File: src/rtl/out_port_fifo_pkg.sv
// Shared CPU definitions used by the buffered output port and by the control-unit
// decode that raises OutPortIn.
package out_port_fifo_pkg;

  localparam int DATA_W_DEF = 32;

  localparam int        OPC_W   = 5;
  localparam logic [4:0] OPC_OUT = 5'b01011;

  function automatic logic is_out_op(input logic [OPC_W-1:0] opc);
    return opc == OPC_OUT;
  endfunction

endpackage

File: src/rtl/out_port_fifo_core.sv
// Generic synchronous FIFO storage: memory, wrapping pointers and occupancy count.
// The caller gates i_push/i_pop; the core only tracks state.
module out_port_fifo_core #(
  parameter  int DATA_W = 32,
  parameter  int DEPTH  = 4,
  localparam int AW     = $clog2(DEPTH),
  localparam int CNT_W  = $clog2(DEPTH) + 1
) (
  input  logic              clk,
  input  logic              rst_n,
  input  logic              i_push,
  input  logic              i_pop,
  input  logic [DATA_W-1:0] i_wdata,
  output logic [DATA_W-1:0] o_rdata,
  output logic [CNT_W-1:0]  o_count,
  output logic              o_full,
  output logic              o_empty
);

  logic [DATA_W-1:0] r_mem [DEPTH];
  logic [AW-1:0]     r_wp;
  logic [AW-1:0]     r_rp;
  logic [CNT_W-1:0]  r_count;

  // Storage carries no reset; only entries below the count are ever observed.
  always_ff @(posedge clk) begin
    if (i_push) r_mem[r_wp] <= i_wdata;
  end

  always_ff @(posedge clk or negedge rst_n) begin
    if (!rst_n) begin
      r_wp    <= '0;
      r_rp    <= '0;
      r_count <= '0;
    end else begin
      if (i_push) r_wp <= r_wp + 1'b1;
      if (i_pop)  r_rp <= r_rp + 1'b1;
      case ({i_push, i_pop})
        2'b10:   r_count <= r_count + 1'b1;
        2'b01:   r_count <= r_count - 1'b1;
        default: r_count <= r_count;
      endcase
    end
  end

  assign o_rdata = r_mem[r_rp];
  assign o_count = r_count;
  assign o_full  = (r_count == CNT_W'(DEPTH));
  assign o_empty = (r_count == '0);

endmodule

File: src/rtl/out_port_fifo.sv
// Buffered CPU output port: OutPortIn strobes push bus words into a FIFO that drains
// to an external device over valid/ready; the last delivered word is held when empty.
module out_port_fifo
  import out_port_fifo_pkg::*;
#(
  parameter  int DATA_W = DATA_W_DEF,
  parameter  int DEPTH  = 4,
  localparam int CNT_W  = $clog2(DEPTH) + 1
) (
  input  logic              clk,
  input  logic              clr,
  input  logic              OutPortIn,
  input  logic [DATA_W-1:0] bus_in,
  output logic [DATA_W-1:0] port_data,
  output logic              port_valid,
  input  logic              port_ready,
  output logic              full,
  output logic              empty,
  output logic [CNT_W-1:0]  count,
  output logic              overflow,
  input  logic              ovf_clr
);

  logic              w_push;
  logic              w_pop;
  logic              w_drop;
  logic [DATA_W-1:0] w_rdata;
  logic [CNT_W-1:0]  w_count;
  logic              w_full;
  logic              w_empty;
  logic [DATA_W-1:0] r_last;
  logic              r_ovf;

  // full/empty are registered state, so neither handshake side loops combinationally.
  assign w_pop  = !w_empty && port_ready;
  assign w_push = OutPortIn && (!w_full || w_pop);
  assign w_drop = OutPortIn && w_full && !w_pop;

  out_port_fifo_core #(
    .DATA_W (DATA_W),
    .DEPTH  (DEPTH)
  ) u_core (
    .clk     (clk),
    .rst_n   (clr),
    .i_push  (w_push),
    .i_pop   (w_pop),
    .i_wdata (bus_in),
    .o_rdata (w_rdata),
    .o_count (w_count),
    .o_full  (w_full),
    .o_empty (w_empty)
  );

  // Last-value latch keeps the old single-register port behaviour once drained.
  always_ff @(posedge clk or negedge clr) begin
    if (!clr) begin
      r_last <= '0;
    end else if (w_pop) begin
      r_last <= w_rdata;
    end
  end

  // A dropped write outranks a same-cycle clear so the loss is never hidden.
  always_ff @(posedge clk or negedge clr) begin
    if (!clr) begin
      r_ovf <= 1'b0;
    end else if (w_drop) begin
      r_ovf <= 1'b1;
    end else if (ovf_clr) begin
      r_ovf <= 1'b0;
    end
  end

  assign port_valid = !w_empty;
  assign port_data  = w_empty ? r_last : w_rdata;
  assign full       = w_full;
  assign empty      = w_empty;
  assign count      = w_count;
  assign overflow   = r_ovf;

endmodule

File: config.mk
export PLATFORM = sky130hd
export DESIGN_NAME = out_port_fifo
export DESIGN_NICKNAME = d
export VERILOG_FILES = /design/src/rtl/out_port_fifo_pkg.sv /design/src/rtl/out_port_fifo_core.sv /design/src/rtl/out_port_fifo.sv
export SDC_FILE = /design/constraint.sdc
export NUM_CORES = 1
export LEC_CHECK = 0
export ABC_AREA = 1
export BUFFER_PORTS_ARGS = -buffer_cell sky130_fd_sc_hd__buf_2
export CAP_MARGIN = 10
export CORE_MARGIN = 2
export CORE_UTILIZATION = 55
export DETAILED_ROUTE_END_ITERATION = 6
export PLACE_DENSITY = 0.77
export SLEW_MARGIN = 5
export SYNTH_ARGS = -nofsm -noshare
export SYNTH_HDL_FRONTEND = slang
export SYNTH_SLANG_ARGS = --single-unit
File: constraint.sdc
create_clock -name clk -period 2.85 [get_ports clk]
set_input_delay 0.285 -clock clk [delete_from_list [all_inputs] [get_ports clk]]
set_output_delay 0.285 -clock clk [all_outputs]
set_load 0.02 [all_outputs]
==> out/metrics.cfg <==
[status]
status = completed

[routing]
first_iter_violations = 545
drtAntennaViolNets = 0
routedWlPerCell_um = 17.3
drcViolationCount = 0
vias_per_cell = 5.53
wl_um = 15500
drtPass1Iterations = 6
vias = 4966

[logic_synthesis]
synth_area_leader_cell = edfxtp_1
netlist_area_sq_mm = 0.00697
synth_cells = 638
seq_area_frac_synth_pct = 69.5
netlist.area_leader.share_pct = 55.1
synth_area_leaders = edfxtp_1 55%, dfrtp_1 14%, nand2_1 14%
syn_avg_cell_area_sq_um = 10.9
yosys.cell_types.count = 19
syn-num-nets = 681
yosys_warnings = 0
ys_seq_elements = 168

[final_layout]
fin_nets = 755
n_fill_cell = 940
most-common-layout-cells = 265 x nand2_1, 133 x nand3_1, 128 x edfxtp_1
final_common_cell = nand2_1
drive_above_1_share_pct = 18.2
syn_to_final_growth_pct = 16.4
area.sequential_sq_mm = 0.00485
final_util_pct = 64.8
multiInputGateArea_sq_mm = 0.00189

[place]
gp_congestion = 0.759
dp_hpwl_um = 8790
io_buffers = 75

[timing]
fin_tns_setup_ps = 0
hold_violations = 0
fmax_mhz = 419
fin_worst_skew_ps = 4.42
relSlewSlack_pct = 32.0
fin_crit_sh_pct = 83.8
min_period_ps = 2390
worst_pin_slew_ps = 1020
slew_viol_final = 0
rsz0062_at_grt = false
final-setup-viol-count = 0

[clock_network]
ctsHoldBuffers = 0
clockBufferDepth = 2
cts_tree = yes
ctsRootBufferMaster = clkbuf_16
path_clk_slew_ps = 60
htree_levels = 4
insertion_delay_ps = 420
cts.repair.resized = 0
cts_setup_buffers = 0
cts_buffers = 17
cts.sink_count = 168

[setup_path]
crit_required_ps = 2570
critPathTopFamily = buffers and inverters
worstPathArrival_ps = 2100
cp-end-kind = output port
crit_path_max_fanout = 33
slowest_delay_ps = 530
crit_chain = nor2_4 > nand2_4 > inv_2 > nand2_1 > nand2_1 > buf_2
cp-start-kind = flop
crit_buf_inv = 2
cp_slowest_cell = inv_2
worstSetupPathType = flop to output port
cp_common_cell = nand2_1

[grt]
grt_util_all_layers_pct = 24.2
gr-total-overflow = 0
antenna_found_initial = 1
grt_pass1_vias = 4966
grt_max_degree = 66
grt_pass1_wl_um = 24500

[job]
cap_viol_max_count = 0

[floorplan]
die_h_um = 117
boundaryPins = 76
core_area_sq_mm = 0.0125
start_util_pct = 55.7
die_x_um = 117
die_area_sq_mm = 0.0136
core.rowCount = 41

[power]
total_leakage_power_nw = 3.46
powerDensity_mw_per_mm2 = 1210
total_power_mw = 9.81
peakVddDrop_mv = 0.777

[min_path]
hp-class = input port to asynchronous set/reset pin

[synthesized netlist by cell type]
cell type  number
a21oi_4         1
buf_2          18
buf_4          14
clkbuf_1        1
dfrtp_1        40
edfxtp_1      128
fa_1            1
ha_1            5
inv_1          13
inv_2           4
nand2_1       265
nand2_4         2
nand3_1       133
nor2_1          4
nor2_4          1
nor3_1          1
o21ai_0         3
xnor2_1         2
xor2_1          2
[worst paths after layout]
kind | cells past startpoint | end | startpoint | slack [ps]
min reg2reg | 2 | r_last[23]$_DFFE_PN0P_ | r_last[23]$_DFFE_PN0P_ | 480
max reg2reg | 9 | u_core.o_count[2]$_DFFE_PN0P_ | u_core.o_count[1]$_DFFE_PN0P_ | 550
min in group clk | 2 | overflow$_DFFE_PN0P_ | ovf_clr | 60
min | 1 | r_last[5]$_DFFE_PN0P_ | clr | 40
max | 6 | port_data[19] | u_core.o_count[1]$_DFFE_PN0P_ | 460
max in group asynchronous | 1 | u_core.r_rp[0]$_DFFE_PN0P_ | clr | 2110
[through the flow]
stage / setup slack, ps / hold WS [ps] / cells / cell area (sq um)
final: 463 / 37.5 / 898 / 8110
after global routing: 317 / 56.6 / 898 / 8110
after global placement: 637 / 462 / 865 / 7500
after detailed placement: 556 / 466 / 865 / 7500
after CTS: 477 / 56.0 / 897 / 8110
after floorplan: 182 / -10.6 / 638 / 6970
[power breakdown]
group	switching (mW)	total (mW)	leakage, nW	internal, mW
Combinational	2.77	3.92	1.51	1.15
Clock	0.922	2.34	0.288	1.41
Sequential	0.257	3.55	1.66	3.30
Total	3.95	9.81	3.46	5.86
[sequential cells by signal, indices dropped and copies added, names as in the netlist]
name	flops
r_last	32
u_core.r_wp	2
overflow	1
u_core.o_count	3
u_core.r_rp	2
u_core.r_mem	128
[routing by layer]
metal,up-vias,routed length [um],GRT usage (%)
met5,-,0,0
li1,2308,-,-
met2,233,7650,38.4
met1,2381,6350,31.7
met3,44,1130,4.67
met4,0,370,13.9
[layout make-up]
type                    count  share of cell area [%]
clock buffers              19                    5.58
diodes                      1                  0.0308
clock inverters            13                    1.88
inverters                  17                   0.787
flip-flops and latches    168                    59.7
multi-input cells         420                    23.3
repair buffers             88                    5.98
well taps                 172                    2.65
[cell families (layout without fill, tap and decap cells)]
group / Yosys count / in the layout / share of synthesized area (%)
xor+xnor: 4 / 4 / 0.503
fa+ha+maj: 6 / 6 / 1.18
compound gates: 4 / 4 / 0.449
buf+inv: 50 / 137 / 3.77
simple gates: 406 / 406 / 24.6
flops: 168 / 168 / 69.5
other cells: 0 / 1 / 0
Power figures use the tool's default switching activity.
